===== src/rtl/adc_capture.sv =====
`timescale 1ns/1ps
// Parallel ADC capture engine: power-up sequencing, sample clock divider,
// burst capture with format conversion, and a first-word-fall-through FIFO.
module adc_capture #(
    parameter int unsigned DATA_WIDTH  = 10,
    parameter int unsigned DIV         = 2,
    parameter int unsigned FIFO_DEPTH  = 16,
    parameter int unsigned CNT_WIDTH   = 16,
    parameter int unsigned WAKE_CYCLES = 8
) (
    input  logic                         clk,
    input  logic                         rst,
    input  logic                         start,
    input  logic                         abort,
    input  logic [CNT_WIDTH-1:0]         burst_len,
    input  logic                         format,
    output logic                         adc_clk,
    output logic                         adc_pwrdn,
    input  logic [0:DATA_WIDTH-1]        adc_data,
    input  logic                         rd_en,
    output logic [0:DATA_WIDTH-1]        rd_data,
    output logic                         fifo_empty,
    output logic                         fifo_full,
    output logic [$clog2(FIFO_DEPTH):0]  fifo_level,
    output logic                         overflow,
    output logic                         busy,
    output logic                         done
);

    localparam int unsigned AW  = $clog2(FIFO_DEPTH);
    localparam int unsigned DCW = $clog2(2 * DIV);
    localparam int unsigned WCW = $clog2(WAKE_CYCLES + 1);
    localparam logic [DCW-1:0] DIV_LAST = DCW'(2 * DIV - 1);
    localparam logic [DCW-1:0] DIV_HALF = DCW'(DIV);

    typedef enum logic [1:0] {ST_IDLE, ST_WAKE, ST_RUN, ST_DONE} state_t;

    state_t                 state, state_next;
    logic [WCW-1:0]         wake_cnt;
    logic [DCW-1:0]         div_cnt, div_next;
    logic [CNT_WIDTH-1:0]   len_q, cap_cnt, cap_inc;
    logic                   fmt_q, load, capture, wr_pend;
    logic [0:DATA_WIDTH-1]  sample_q, conv;
    logic [0:DATA_WIDTH-1]  mem [FIFO_DEPTH];
    logic [AW:0]            wr_ptr, rd_ptr;
    logic                   wr_ok, rd_ok;

    always_comb begin
        state_next = state;
        load       = 1'b0;
        capture    = 1'b0;
        cap_inc    = cap_cnt + CNT_WIDTH'(1);
        div_next   = '0;
        conv       = adc_data;
        conv[0]    = adc_data[0] ^ fmt_q;
        unique case (state)
            ST_IDLE: begin
                if (start) begin
                    state_next = ST_WAKE;
                    load       = 1'b1;
                end
            end
            ST_WAKE: begin
                if (abort)
                    state_next = ST_IDLE;
                else if (wake_cnt == '0)
                    state_next = ST_RUN;
            end
            ST_RUN: begin
                if (abort) begin
                    state_next = ST_IDLE;
                end else begin
                    div_next = (div_cnt == DIV_LAST) ? '0 : div_cnt + DCW'(1);
                    if (div_cnt == DIV_LAST) begin
                        capture = 1'b1;
                        if (len_q != '0 && cap_inc == len_q)
                            state_next = ST_DONE;
                    end
                end
            end
            ST_DONE: state_next = ST_IDLE;
            default: state_next = ST_IDLE;
        endcase
    end

    assign busy      = (state == ST_WAKE) || (state == ST_RUN);
    assign done      = (state == ST_DONE);
    assign adc_pwrdn = (state == ST_IDLE);

    always_ff @(posedge clk or negedge rst) begin
        if (!rst) begin
            state    <= ST_IDLE;
            wake_cnt <= '0;
            div_cnt  <= '0;
            adc_clk  <= 1'b0;
            len_q    <= '0;
            fmt_q    <= 1'b0;
            cap_cnt  <= '0;
            sample_q <= '0;
            wr_pend  <= 1'b0;
        end else begin
            state   <= state_next;
            div_cnt <= div_next;
            // adc_clk is registered so it lines up with the divider count it reflects
            adc_clk <= (state_next == ST_RUN) && (div_next < DIV_HALF);
            wr_pend <= capture;
            if (load) begin
                wake_cnt <= WCW'(WAKE_CYCLES - 1);
                len_q    <= burst_len;
                fmt_q    <= format;
                cap_cnt  <= '0;
            end else if (state == ST_WAKE && wake_cnt != '0) begin
                wake_cnt <= wake_cnt - WCW'(1);
            end
            if (capture) begin
                sample_q <= conv;
                cap_cnt  <= cap_inc;
            end
        end
    end

    // A full FIFO still accepts a write when the same cycle pops the head
    assign wr_ok = wr_pend && (!fifo_full || rd_en);
    assign rd_ok = rd_en && !fifo_empty;

    always_comb begin
        fifo_level = wr_ptr - rd_ptr;
        fifo_empty = (fifo_level == '0);
        fifo_full  = (fifo_level == (AW + 1)'(FIFO_DEPTH));
        rd_data    = mem[rd_ptr[AW-1:0]];
    end

    always_ff @(posedge clk or negedge rst) begin
        if (!rst) begin
            wr_ptr   <= '0;
            rd_ptr   <= '0;
            overflow <= 1'b0;
            for (int unsigned i = 0; i < FIFO_DEPTH; i++)
                mem[i] <= '0;
        end else begin
            if (wr_ok) begin
                mem[wr_ptr[AW-1:0]] <= sample_q;
                wr_ptr              <= wr_ptr + (AW + 1)'(1);
            end
            if (rd_ok)
                rd_ptr <= rd_ptr + (AW + 1)'(1);
            if (load)
                overflow <= 1'b0;
            else if (wr_pend && fifo_full && !rd_en)
                overflow <= 1'b1;
        end
    end

endmodule


===== config.mk =====
export PLATFORM = sky130hd
export DESIGN_NAME = adc_capture
export DESIGN_NICKNAME = d
export VERILOG_FILES = /design/src/rtl/adc_capture.sv
export SDC_FILE = /design/constraint.sdc
export NUM_CORES = 1
export LEC_CHECK = 0
export ABC_AREA = 1
export BUFFER_PORTS_ARGS = -buffer_cell sky130_fd_sc_hd__buf_2
export CELL_PAD_IN_SITES_DETAIL_PLACEMENT = 0
export CELL_PAD_IN_SITES_GLOBAL_PLACEMENT = 1
export CORE_MARGIN = 10
export CORE_UTILIZATION = 40
export DETAILED_ROUTE_END_ITERATION = 16
export PLACE_DENSITY_LB_ADDON = 0.3
export SKIP_LAST_GASP = 1
export SYNTH_ARGS = -nofsm -noshare
export SYNTH_HDL_FRONTEND = slang
export SYNTH_SLANG_ARGS = --single-unit
export TNS_END_PERCENT = 20

===== constraint.sdc =====
create_clock -name clk -period 2.5 [get_ports clk]
set_input_delay 0.25 -clock clk [delete_from_list [all_inputs] [get_ports clk]]
set_output_delay 0.25 -clock clk [all_outputs]
set_load 0.01 [all_outputs]

==> metrics, run 1 <==
status finished, violations left; violated checks setup timing; first-pass GRT wire length around 49 mm; Syn Area/Cell between 8 and 9 um^2; layout cells sized above 1 between 10% and 20%; Hold Path Cell Cnt 4; critical path launch point rd_ptr[0]$_DFFE_PN0P_; CP arrival roughly 2.4 ns; vias in the first global route slightly below 9000; CP endpoint fifo_full; CTS root buf clkbuf_16; Ant. Diodes 0; DP HPWL between 15 and 20 mm; TritonCTS buffer count 27; Die Ht 184 um; die area around 34000 um^2; Gate Count Post-Synth approximately 1300; reg2reg start rd_ptr[0]$_DFFE_PN0P_; Multi-input gate area 4620 um^2; clock skew 0.0204 ns; starting DRC count in detailed routing 730; latest clock arrival within the worst-skew pair around 0.53 ns; Relative slew margins a little over half; crit-path max FO 4; worst reg-to-reg path cell count 14; routability cong. ~0.83; area grow syn2layout 26.2%; Post-DRT Antenna Nets 0; Buf+Inv Stages, Crit Path 2; Setup crit end kind output port; crit-path cells ha_4 -> fa_2 -> xnor2_4 -> nor3_4 -> nand2_2 -> nor2_4 -> buf_6 -> buf_6; family with the most delay on the worst path adder cells; Reg clk slew, reported paths approximately 0.06 ns; CTS H-tree lvls 1; vias per inst roughly 5.3; R2R setup slack -0.05 ns; Filler Cells Inserted between 2000 and 2500; Leak Pwr 0.00646 uW; FMAX 0.384 GHz; Synth cell types 35; residual DRC count 0; row count a little under 60; Max clock buf depth 3; Sequential Area approximately 5600 um^2; Util after Layout ~52%; grt total ovfl 0; final net count approximately 1400; CTS tree built; number of iterations in the first detailed-routing pass 5; largest net degree at the start of global routing 63; crit path launch type flip-flop; Buffers on Ports 53; WL/cell between 15 and 20 um; RSZ-0062 raised after global routing yes; Worst IR Drop VDD roughly 460 uV; DR vias approximately 9100; Final Hold Fails 0; core area 26200 um^2; Max Cap Viol 0; routed wire length around 31 mm; Critical Setup Path Class reg2out; initial antenna violation count 0; Tot Pwr between 8000 and 9000 uW; CP required ~2.3 ns; worst setup margin -0.105 ns; Max Slew Vio Count 0; most frequent CP cell buf_6; Crit. path cell count 8; die width ~180 um; total track usage roughly 18%; sequential share of the synthesized area a little over half; # clock sinks between 200 and 250; post-route minimum period between 2 and 3 ns; Worst Max-Slew Pin Slew around 0.70 ns; Final Cycle Share 104%; Hold Crit Class in2reg; Initial Utilization between 40% and 50%; pwr dens around 660 nW/um^2; Syn Std Cell Area roughly 11000 um^2; Yosys Warn Count 0; # IOs 54; Mapped Nets ~1300; Worst R2R End mem[140]$_DFFE_PN0P_; register bit count reported by yosys between 200 and 250; CP peak stage delay 0.46 ns; Final setup viols 35; Critical-path top delay cell dfrtp_2
-- per-stage QoR --
stage	instances	setup slack (ns)	area (um^2)	TNS [ns]	hold slack, ns
finish	1731	-0.105	13500	-0.743	0.0460
CTS	1714	-0.155	13000	-10.73	0.0271
detailed placement	1634	0.0485	11600	0	0.241
floorplan	1281	0.0148	10700	0	-0.0456
global route	1731	-0.180	13500	-11.02	0.0728
global placement	1634	0.0899	11600	0	0.241
-- flip-flops by register name (all words and copies together), names as in the netlist --
name,flops
overflow,1
len_q,16
wr_pend,1
sample_q,10
state,2
div_cnt,2
mem,160
cap_cnt,16
wake_cnt,4
fmt_q,1
adc_clk,1
rd_ptr,5
wr_ptr,5
-- area by class of cell --
cell class | instances | area share, %
Clock inverter | 8 | 1.07
Inverter | 75 | 2.34
Tap cell | 335 | 3.10
Timing Repair Buffer | 150 | 12.0
Multi-Input combinational cell | 900 | 34.2
Clock buffer | 39 | 5.85
Sequential cell | 224 | 41.5
-- logic make-up after synthesis --
logic type               after synthesis  synth area share [%]
AO/OA/AOI/OAI                        334                  16.8
flip-flops                           224                  52.3
XOR/XNOR                              19                  1.55
AND/OR/NAND/NOR                      530                  20.6
adder cells (fa/ha/maj)               17                  2.06
buffers and inverters                157                  6.65
-- where the power goes --
group          leakage, uW  internal [uW]  switching [uW]
clock network     0.000462           2590            1540
logic              0.00298            330             514
registers          0.00302           3800             139
-- worst min-delay path: cells and delay by family --
kind / cells / cell delay, ns
buf+inv: 1 / 0.08
xor+xnor: 1 / 0.07
compound gates: 1 / 0.06
simple gates: 1 / 0.05
-- timing repair --
item                       4_1_cts  5_1_grt
resized for setup               10       73
gates cloned                     2       10
hold buffers                    27        0
pin swaps                        5       18
hold endpoints to repair        83        0
buffers inserted                 4        7
setup endpoints to repair       12      175
-- routing by layer --
metal / share of wire, % / GRT usage, % / vias up
met2: 46 / 29.3 / 214
met3: 3.9 / 2.19 / 59
li1: - / - / 4477
met4: 2.8 / 5.11 / 0
met5: 0 / 0 / -
met1: 47 / 24.0 / 4365
-- how the worst min path moves through the flow --
| stage | end | startpoint |
|---|---|---|
| detailed placement | mem[62]$_DFFE_PN0P_ | rst |
| finish | sample_q[0]$_DFFE_PN0P_ | adc_data[0] |
| global placement | mem[67]$_DFFE_PN0P_ | rst |
| global route | sample_q[0]$_DFFE_PN0P_ | adc_data[0] |
| CTS | sample_q[0]$_DFFE_PN0P_ | adc_data[0] |
| floorplan | adc_clk$_DFF_PN0_ | rst |
-- Yosys cell counts, drive strengths merged --
library cell	n	area share, %
inv	73	2.6
nand2	319	11
clkbuf	52	1.8
o22ai	33	1.9
nand4	18	1.5
a21oi	8	0.37
a21boi	1	0.070
o21ai	271	13
xor2	10	0.82
dfrtp	224	52
ha	16	1.9
nor4	1	0.058
clkinv	2	0.070
o211ai	4	0.28
nor3	6	0.28
nand3b	3	0.21
fa	1	0.19
xnor2	9	0.74
o221ai	17	1.4
nor2	127	4.6
buf	30	2.2
nand3	56	2.6
-- layout by cell type, fill, tap and decap left out, types with 4 or more instances in the layout --
master,n
bufinv_16,4
clkbuf_1,5
buf_2,49
nand4_2,8
o221ai_1,15
nor3_1,5
nand3_2,5
buf_6,9
o21ai_2,9
nor2_1,120
buf_12,23
nor2_2,5
dfrtp_1,223
o211ai_1,4
o22ai_1,32
buf_4,29
inv_1,68
o21ai_1,27
clkinv_2,4
xor2_1,9
o21ai_0,233
xnor2_1,7
clkbuf_8,7
dlygate4sd3_1,27
nand2_1,311
nand3_1,50
clkbuf_16,37
ha_1,14
nand2_4,5
a21oi_1,7
nand4_1,10
No activity file was read; power rests on OpenSTA's default activity.
==> inputs of run 2 (changes only) <==
==> constraint.sdc (replaced) <==
create_clock -name clk -period 3 [get_ports clk]
set_input_delay 0.3 -clock clk [delete_from_list [all_inputs] [get_ports clk]]
set_output_delay 0.3 -clock clk [all_outputs]
set_load 0.01 [all_outputs]
==> run 2 against run 1 <==
The flow now finishes without violations; critical path depth shrank 1; global-route usage shrank 0.60 points; cell area shrank 7.6%; first-iteration DRC count grew 8.4%; routed wire length shrank 7.7%; critical path type unchanged; critical endpoint is now rd_data[3].
==> metrics, run 2 (same netlist as run 1, synthesis figures left out) <==
first-pass GRT wire length roughly 47 mm; CTS tree built; latest clock arrival within the worst-skew pair about 0.52 ns; routability cong. roughly 0.83; critical path launch point rd_ptr[1]$_DFFE_PN0P_; vias per inst a little over 5; crit path launch type flip-flop; R2R setup slack ~0.30 ns; number of iterations in the first detailed-routing pass 5; Setup crit end kind output port; commonest non-fill, non-tap cells in the layout nand2_1 (317), o21ai_0 (246), dfrtp_1 (223), nor2_1 (123), inv_1 (70); Initial Utilization 40.9%; Largest Register mem; Sum Neg Setup Slack 0 ns; Post-DRT Antenna Nets 0; status completed; pwr dens slightly below 600 nW/um^2; reg2reg start rd_ptr[1]$_DFFE_PN0P_; Die Ht ~180 um; routed wire length roughly 29 mm; Hold Crit Class in2reg; grt total ovfl 0; total track usage around 17%; largest net degree at the start of global routing 87; Max Slew Vio Count 0; Critical Setup Path Class reg2out; Leak Pwr between 0.006 and 0.007 uW; Setup Fix Bufs, Post-CTS 0; met2 GRT Util roughly 28%; starting DRC count in detailed routing ~790; # clock sinks approximately 220; met1 GRT Util a little under a quarter; WL/cell ~17 um; area grow syn2layout 16.5%; CP arrival about 2.5 ns; Worst IR Drop VDD 484 uV; vias in the first global route around 8600; crit-path max FO 42; Max clock buf depth 3; Reg clk slew, reported paths around 0.06 ns; # IOs 54; DP HPWL between 15 and 20 mm; met3 GRT Util around 2.5%; Max Cap Viol 0; Final Hold Fails 0; Hold WS 0.0250 ns; GRT Max-Usage Layer met2; hold path startpoint adc_data[1]; row count 59; RSZ-0062 raised after global routing no; final net count approximately 1400; Relative slew margins a little over half; clock skew approximately 0.012 ns; top flop regs mem: 160 flops, cap_cnt: 16 flops, len_q: 16 flops; CP required around 2.7 ns; layout cells sized above 1 between 10% and 20%; post-route minimum period between 2 and 3 ns; Buffers on Ports 53; initial antenna violation count 0; CTS root buf clkbuf_16; FMAX roughly 0.35 GHz; die width roughly 180 um; Worst Max-Slew Pin Slew ~0.7 ns; Final Cycle Share a little over nine tenths; commonest non-fill, non-tap cell in the layout nand2_1; Final setup viols 0; DR vias slightly below 9000; TritonCTS buffer count 27; die area approximately 34000 um^2; CTS H-tree lvls 1; Ant. Diodes 0; max reg flops 160; residual DRC count 0; core area about 26000 um^2
## run 2: layer usage
metal	vias up	wire, um
met4	0	537
li1	4379	-
met5	-	0
met3	36	1290
met2	199	13300
met1	4157	13800
## run 2: where the power goes
part / internal, uW / total, uW / switching, uW
clock: 2100 / 3370 / 1270
combinational: 252 / 670 / 418
sequential: 3170 / 3280 / 118
total: 5520 / 7320 / 1800
## run 2: layout make-up
cell class	instances	area, um^2
Clock buffer	38	797
Clock inverter	11	139
Fill cell	2533	13700
Inverter	75	284
Multi-Input combinational cell	900	4400
Sequential cell	224	5610
Tap cell	335	419
Timing Repair Buffer	113	835
## run 2: worst paths after layout
| kind | cells past startpoint | endpoint |
|---|---|---|
| setup / recovery | 7 | rd_data[3] |
| hold reg to reg | 1 | div_cnt[0]$_DFF_PN0_ |
| min in group asynchronous | 2 | mem[72]$_DFFE_PN0P_ |
| hold / removal | 3 | sample_q[1]$_DFFE_PN0P_ |
| max in group asynchronous | 3 | state[0]$_DFF_PN0_ |
| setup reg to reg | 13 | mem[133]$_DFFE_PN0P_ |
## run 2: repair_timing
| item | in CTS | in global routing |
|---|---|---|
| setup endpoints to repair | 1 | 7 |
| hold buffers | 22 | 0 |
| hold endpoints to repair | 86 | 0 |
| resized for setup | 1 | 1 |
| gates cloned | 0 | 0 |
## run 2: critical path, stage by stage, from the launching register on
cell	delay, ns
dfrtp_1	0.59
inv_1	0.18
buf_6	0.34
o21ai_0	0.15
o221ai_1	0.26
nand3_1	0.18
nand3_1	0.15
buf_2	0.16
## run 2: per-stage QoR
| stage | utilization, % | worst slack (ns) | instances | cell area [um^2] | total power [uW] |
|---|---|---|---|---|---|
| 2_1_floorplan | - | 0.360 | 1281 | 10700 | 3750 |
| 4_1_cts | 47.6 | 0.0915 | 1696 | 12500 | 7420 |
| 3_3_place_gp | 43.2 | 0.355 | 1625 | 11300 | 3990 |
| 5_1_grt | 47.6 | 0.0154 | 1696 | 12500 | 7670 |
| 3_5_place_dp | 43.2 | 0.309 | 1625 | 11300 | 4000 |
| 6_report | 47.6 | 0.159 | 1696 | 12500 | 7320 |
